**config.mk**
```make
export PLATFORM = sky130hd
export DESIGN_NAME = mouse_joy_arbiter
export DESIGN_NICKNAME = d
export VERILOG_FILES = /design/src/rtl/cpc_input_pkg.sv /design/src/rtl/arb_idle_timer.sv /design/src/rtl/mouse_joy_arbiter.sv
export SDC_FILE = /design/constraint.sdc
export NUM_CORES = 1
export LEC_CHECK = 0
export CORE_MARGIN = 3
export CORE_UTILIZATION = 40
export CTS_CLUSTER_DIAMETER = 200
export DETAILED_ROUTE_END_ITERATION = 8
export PLACE_DENSITY = 0.75
export SLEW_MARGIN = 30
export SYNTH_ARGS = -nofsm -noshare
export SYNTH_HDL_FRONTEND = slang
export SYNTH_SLANG_ARGS = --single-unit
```
**constraint.sdc**
```tcl
create_clock -name clk_sys -period 2.7 [get_ports clk_sys]
set_clock_uncertainty 0.2 [all_clocks]
set_input_delay 0.675 -clock clk_sys [delete_from_list [all_inputs] [get_ports clk_sys]]
set_output_delay 0.675 -clock clk_sys [all_outputs]
set_load 0.02 [all_outputs]
```
**src/rtl/cpc_input_pkg.sv**
```systemverilog
// Shared types and constants for the CPC host-input blocks (joystick / AMX mouse arbitration).
package cpc_input_pkg;

  typedef enum logic [1:0] {
    JOY    = 2'd0,
    MOUSE  = 2'd1,
    PEND_M = 2'd2,
    PEND_J = 2'd3
  } arb_state_t;

  localparam logic [1:0] ARB_AUTO  = 2'd0;
  localparam logic [1:0] ARB_JOY   = 2'd1;
  localparam logic [1:0] ARB_MOUSE = 2'd2;

  // Row bit fields: [6:4] fire3..1, [3:0] R/L/D/U
  localparam int FIRE_MSB = 6;
  localparam int FIRE_LSB = 4;
  localparam int DIR_MSB  = 3;
  localparam int DIR_LSB  = 0;

  // Host mouse packet fields
  localparam int PKT_STB    = 24;
  localparam int PKT_DY_MSB = 23;
  localparam int PKT_DY_LSB = 16;
  localparam int PKT_DX_MSB = 15;
  localparam int PKT_DX_LSB = 8;
  localparam int PKT_BT_MSB = 2;
  localparam int PKT_BT_LSB = 0;

endpackage

```
**src/rtl/arb_idle_timer.sv**
```systemverilog
// Saturating idle counter: counts enabled cycles, sticks at IDLE_CYCLES-1 and flags expiry there.
module arb_idle_timer #(
  parameter int unsigned IDLE_CYCLES = 24'd8_000_000,
  parameter int          CW          = 24
) (
  input  logic clk_sys,
  input  logic reset_n,
  input  logic clr,
  input  logic en,
  output logic expired
);

  localparam logic [CW-1:0] LAST = CW'(IDLE_CYCLES - 1);

  logic [CW-1:0] cnt;

  always_ff @(posedge clk_sys or negedge reset_n) begin
    if (!reset_n)                cnt <= '0;
    else if (clr)                cnt <= '0;
    else if (en && cnt != LAST)  cnt <= cnt + 1'b1;
  end

  assign expired = (cnt == LAST);

endmodule

```
**src/rtl/mouse_joy_arbiter.sv**
```systemverilog
// Joystick-0 row arbiter between host joystick and AMX mouse converter; owner swaps only on a sel fall.
// Optional: MOUSE_ARB_MERGE_EN keeps joystick fire buttons live while the mouse owns the row.
module mouse_joy_arbiter
  import cpc_input_pkg::*;
#(
  parameter int unsigned IDLE_CYCLES = 24'd8_000_000,
  parameter int          CW          = 24
) (
  input  logic        clk_sys,
  input  logic        reset_n,
  input  logic [1:0]  mode,
  input  logic [24:0] ps2_mouse,
  input  logic [6:0]  joy,
  input  logic [6:0]  mouse_din,
  input  logic        sel,
  output logic [6:0]  dout,
  output logic        owner,
  output logic        mouse_rst
);

  arb_state_t state, state_nx;
  logic       sel_q, stb_q, hist_vld;
  logic       mouse_act, joy_act, boundary, auto_md, expired;
  logic       owner_nx;
  logic [6:0] dout_nx;
  logic       unused_pkt;

  assign unused_pkt = &{1'b0, ps2_mouse[7:3]};

  // hist_vld masks the first cycle after reset so a stale strobe level is not seen as a packet
  always_ff @(posedge clk_sys or negedge reset_n) begin
    if (!reset_n) begin
      sel_q    <= 1'b0;
      stb_q    <= 1'b0;
      hist_vld <= 1'b0;
    end else begin
      sel_q    <= sel;
      stb_q    <= ps2_mouse[PKT_STB];
      hist_vld <= 1'b1;
    end
  end

  assign mouse_act = hist_vld && (ps2_mouse[PKT_STB] != stb_q) &&
                     ((|ps2_mouse[PKT_DX_MSB:PKT_DX_LSB]) ||
                      (|ps2_mouse[PKT_DY_MSB:PKT_DY_LSB]) ||
                      (|ps2_mouse[PKT_BT_MSB:PKT_BT_LSB]));
`ifdef MOUSE_ARB_MERGE_EN
  assign joy_act   = |joy[DIR_MSB:DIR_LSB];
`else
  assign joy_act   = |joy;
`endif
  assign boundary  = sel_q && !sel;
  assign auto_md   = (mode == ARB_AUTO) || (mode == 2'd3);

  arb_idle_timer #(.IDLE_CYCLES(IDLE_CYCLES), .CW(CW)) u_idle (
    .clk_sys (clk_sys),
    .reset_n (reset_n),
    .clr     (mouse_act || state != MOUSE),
    .en      (auto_md && state == MOUSE),
    .expired (expired)
  );

  always_ff @(posedge clk_sys or negedge reset_n) begin
    if (!reset_n) state <= JOY;
    else          state <= state_nx;
  end

  always_comb begin
    state_nx = state;
    if (mode == ARB_JOY) begin
      if (boundary) state_nx = JOY;
    end else if (mode == ARB_MOUSE) begin
      if (boundary) state_nx = MOUSE;
    end else begin
      // joystick wins every same-cycle conflict
      unique case (state)
        JOY:    if (mouse_act && !joy_act) state_nx = PEND_M;
        PEND_M: if (joy_act)               state_nx = JOY;
                else if (boundary)         state_nx = MOUSE;
        MOUSE:  if (joy_act || (expired && !mouse_act)) state_nx = PEND_J;
        PEND_J: if (boundary)              state_nx = JOY;
                else if (mouse_act && !joy_act) state_nx = MOUSE;
        default: state_nx = JOY;
      endcase
    end
  end

  // Outputs are registered from next state so owner, mouse_rst and dout all switch on one edge
  always_comb begin
    owner_nx = (state_nx == MOUSE) || (state_nx == PEND_J);
    dout_nx  = owner_nx ? mouse_din : joy;
`ifdef MOUSE_ARB_MERGE_EN
    dout_nx[FIRE_MSB:FIRE_LSB] = dout_nx[FIRE_MSB:FIRE_LSB] | joy[FIRE_MSB:FIRE_LSB];
`endif
  end

  always_ff @(posedge clk_sys or negedge reset_n) begin
    if (!reset_n) begin
      dout      <= '0;
      owner     <= 1'b0;
      mouse_rst <= 1'b1;
    end else begin
      dout      <= dout_nx;
      owner     <= owner_nx;
      mouse_rst <= !owner_nx;
    end
  end

endmodule

```
==> tab_implementation.tex <==
\begin{tabular}{lr}
\hline
Metric & Value \\
\hline
\multicolumn{2}{l}{\textbf{Finish}} \\
\quad Number of antenna cells inserted & 0 \\
\quad Layout Cells excl Fill & 316 \\
\quad Share of cells above drive strength 1 & 13.6\% \\
\quad Flip-flop and latch area & roughly 900 sq um \\
\quad Nets & 310 \\
\quad Cell area after layout & 0.00267 sq mm \\
\quad Count of fill cells added during filler insertion & 399 \\
\quad Combined area of the multi-input logic cells & 947 sq um \\
\quad P\&R area growth vs syn & 39.3\% \\
\multicolumn{2}{l}{\textbf{Placed design}} \\
\quad Port buffer count & 47 \\
\quad Last weighted congestion value of the routability-driven placer & 0.835 \\
\quad Pre-CTS setup slack & -408 ps \\
\quad DPL Wire Length & 3430 microns \\
\quad Placed instance count & 308 \\
\quad Instance area after placement & 0.00256 sq mm \\
\multicolumn{2}{l}{\textbf{Detailed routing}} \\
\quad Residual antenna-violating net count after detailed routing & 0 \\
\quad Total via count in the routed design & 1,719 \\
\quad Wire length per cell after detailed routing & 14.2 microns \\
\quad Detailed-route wire length & 4470 microns \\
\quad DRC violations left & 0 \\
\quad Number of detailed-routing iterations run before antenna repair & 5 \\
\quad Initial drt markers & 74 \\
\quad Vias/cell & roughly 5.4 \\
\multicolumn{2}{l}{\textbf{Run}} \\
\quad Total of max-cap violations & 0 \\
\multicolumn{2}{l}{\textbf{Clock network}} \\
\quad Sink Count & 37 \\
\quad Clock buffer depth & 2 \\
\quad Number of buffers created by CTS & 5 \\
\quad Setup Buffers After CTS & 0 \\
\quad Count of H-tree levels built during CTS & 2 \\
\quad Clock-pin transition on the worst setup and hold timing paths & 70 ps \\
\quad Number of hold-repair buffers added at the cts stage & 0 \\
\quad Clock Root Buffer & clkbuf\_8 \\
\quad Clock insertion delay at the later pin of the skew report & 290 ps \\
\quad CTS tree & built \\
\multicolumn{2}{l}{\textbf{Logic synthesis}} \\
\quad Primary flip-flop cell chosen by synthesis mapping & dfrtp\_1 \\
\quad Synth Area in Compound Gates & 13.6\% \\
\quad Synthesized netlist net count & approximately 240 \\
\quad Post-synthesis share of cell area spent on and, or, nand and nor gates & 22.5\% \\
\quad Post-synthesis adder-cell area fraction & $\sim$2.0\% \\
\quad Combinational family with the most area after synthesis & simple AND/OR/NAND/NOR gates \\
\quad Most frequent cell after synthesis & dfrtp\_1 \\
\quad FFs w/ async S/R, synth & 100\% \\
\quad Cell type with the largest total area after synthesis & dfrtp\_1 \\
\quad Post-synth EDFFs & 0 \\
\quad Fraction of the yosys area taken by sequential cells & 48.4\% \\
\quad Flip-flop and latch count after synthesis & 37 \\
\quad Synthesized area & 0.00192 sq mm \\
\quad Synthesized area divided by synthesized cell count & 9.78 sq um \\
\quad Gate count of the mapped netlist & 196 \\
\quad Total number of yosys warnings & 0 \\
\quad Post-synth top cells & dfrtp\_1, nor2\_1, nand2\_1 \\
\quad Proportion of synthesized area in mux cells & roughly 4.6\% \\
\quad Number of unique standard cell types used by synthesis & 38 \\
\quad Dominant cells by area after synthesis & dfrtp\_1, mux2\_2, xor2\_1 \\
\quad Portion of synthesized cell area occupied by the leading cell type & 47.0\% \\
\quad Xor-xnor portion of the synthesized cell area & 5.48\% \\
\multicolumn{2}{l}{\textbf{Power}} \\
\quad Switching fraction of total power & a little over a quarter \\
\quad Peak supply drop & slightly below 400 uV \\
\quad Total power & 1.32 mW \\
\quad Leakage Power & 1.04 nW \\
\quad Int Power & 969 uW \\
\quad Power dissipated by switching net loads & 354 uW \\
\quad Total power per unit cell area & 495 mW/mm\^{}2 \\
\quad Portion of total power attributed to combinational logic & 24.3\% \\
\quad Part of the total power dissipated in the clock network & 29.8\% \\
\quad Part of the total power dissipated in sequential elements & 45.9\% \\
\multicolumn{2}{l}{\textbf{Timing}} \\
\quad Clock period minus final worst setup slack & 2570 ps \\
\quad Post-route setup TNS & 0 ps \\
\quad Final critical-path setup slack & 134 ps \\
\quad Crit share post-route & 95.0\% \\
\quad Final max-slew violation count & 0 \\
\quad Highest clock frequency the design can meet & 0.390 GHz \\
\quad Slew headroom & 46.1\% \\
\quad Endpoints failing setup & 0 \\
\quad RSZ-0062 raised after global routing & no \\
\quad Number of hold-slack violations in the final timing report & 0 \\
\quad Transition time at the pin with the least slew margin & 809 ps \\
\multicolumn{2}{l}{\textbf{Critical path}} \\
\quad Critical path data required time & approximately 2700 ps \\
\quad Crit Path Class & in2reg \\
\quad Worst setup SP type & primary input \\
\quad Critical Path AT & 2540 ps \\
\quad Worst setup EP type & register \\
\quad Critical path fanouts, max & 6 \\
\multicolumn{2}{l}{\textbf{Floorplan}} \\
\quad Die Y & between 70 and 80 microns \\
\quad Number of placement rows & 24 \\
\quad Count of pins on the block boundary & 53 \\
\quad Core Area & 0.00450 sq mm \\
\quad Overall die area & 0.00566 sq mm \\
\quad Die Width & 75.2 microns \\
\quad Starting density of the core & between 40 and 50\% \\
\multicolumn{2}{l}{\textbf{Global route}} \\
\quad Global route total overflow & 0 \\
\quad Largest net degree at the start of global routing & 38 \\
\quad First-pass GRT wire length & 7650 microns \\
\quad Via count of the first global-routing pass & 1,694 \\
\quad Total GRT Usage & between 10\% and 20\% \\
\quad Initial antenna violation count & 0 \\
\multicolumn{2}{l}{\textbf{Status}} \\
\quad Outcome & complete, no violations \\
\multicolumn{2}{l}{\textbf{Worst hold path}} \\
\quad Class of the tightest hold or removal check & in2async \\
\hline
\end{tabular}
[kinds of logic after synthesis]
| kind of cell | after synthesis |
|---|---|
| other | 1 |
| multiplexers | 8 |
| AO/OA/AOI/OAI | 39 |
| XOR/XNOR | 12 |
| flip-flops | 37 |
| buffers and inverters | 16 |
| AND/OR/NAND/NOR | 80 |
| adder cells (fa/ha/maj) | 3 |
[through the flow]
step           hold WS (ps)  util, %
2_1_floorplan           179        -
3_5_place_dp            362     56.8
5_1_grt                 328     59.3
6_report                272     59.3
3_3_place_gp            345     56.8
4_1_cts                 303     59.3
[worst max-delay path, cell delays in order]
cell and delay, ps:
dlygate4sd2_1 240, or4_4 550, nor4_4 180, a31oi_2 150
o31ai_4 250, buf_6 170, mux2_2 320
[power groups by stage]
| stage | clock [mW] | combinational, mW | sequential, mW |
|---|---|---|---|
| 2_1_floorplan | 0 | 0.102 | 0.648 |
| 3_3_place_gp | 0 | 0.310 | 0.616 |
| 5_1_grt | 0.435 | 0.348 | 0.611 |
| 4_1_cts | 0.412 | 0.324 | 0.607 |
| 3_5_place_dp | 0 | 0.316 | 0.616 |
| 6_report | 0.394 | 0.321 | 0.608 |
[routing by layer]
layer  GRT usage (%)  share of wire [%]
met1            21.9                 43
met2            29.6                 50
met3            6.41                5.2
met4            5.83                1.5
met5               0                  0
[cells in the final DEF, fill, tap and decap left out, types with 2 or more instances in the layout]
master / n
clkbuf_8: 6
o21a_1: 2
ha_1: 3
xnor2_1: 4
buf_4: 15
and4_1: 2
nor2_1: 18
a211oi_1: 2
and2_1: 2
inv_1: 12
or3_1: 6
clkbuf_1: 2
a21oi_1: 10
nor4_1: 6
xor2_1: 8
dlygate4sd2_1: 4
or4_1: 5
o2111ai_1: 3
nor4b_1: 2
nand2_1: 13
nand4_1: 8
buf_6: 2
nor3_1: 7
o31ai_1: 5
nand3_1: 7
mux2_2: 7
dfrtp_1: 36
o21ai_0: 9
clkdlybuf4s50_1: 42
o211ai_1: 2
[sequential cells by signal, summed over array words and instances, names as in the netlist]
signal      count
sel_q           1
dout            7
u_idle.cnt     24
state           2
hist_vld        1
stb_q           1
mouse_rst       1
[worst paths after layout]
| check | cells after the start | to | slack, ps | startpoint |
|---|---|---|---|---|
| worst max register to register | 7 | u_idle.cnt[21]$_DFFE_PN0P_ | 460 | u_idle.cnt[0]$_DFFE_PN0P_ |
| worst min register to register | 2 | u_idle.cnt[1]$_DFFE_PN0P_ | 370 | u_idle.cnt[1]$_DFFE_PN0P_ |
| worst max-delay path | 7 | dout[6]$_DFF_PN0_ | 130 | joy[6] |
| worst min-delay path | 1 | u_idle.cnt[11]$_DFFE_PN0P_ | 270 | reset_n |
| min in group clk_sys | 2 | u_idle.cnt[1]$_DFFE_PN0P_ | 370 | u_idle.cnt[1]$_DFFE_PN0P_ |
| max in group asynchronous | 1 | u_idle.cnt[22]$_DFFE_PN0P_ | 1510 | reset_n |
[area by class of cell]
type | instances | share of cell area, %
Timing Repair Buffer | 64 | 22.3
Inverter | 12 | 1.69
Tap cell | 52 | 2.44
Multi-Input combinational cell | 143 | 35.5
Sequential cell | 37 | 34.7
Clock buffer | 8 | 3.37
[timing repair]
item / CTS / global route
pin swaps: 4 / 3
endpoints found under the setup margin: 7 / 7
gates resized for setup: 9 / 0
No activity file was read; power rests on OpenSTA's default activity.
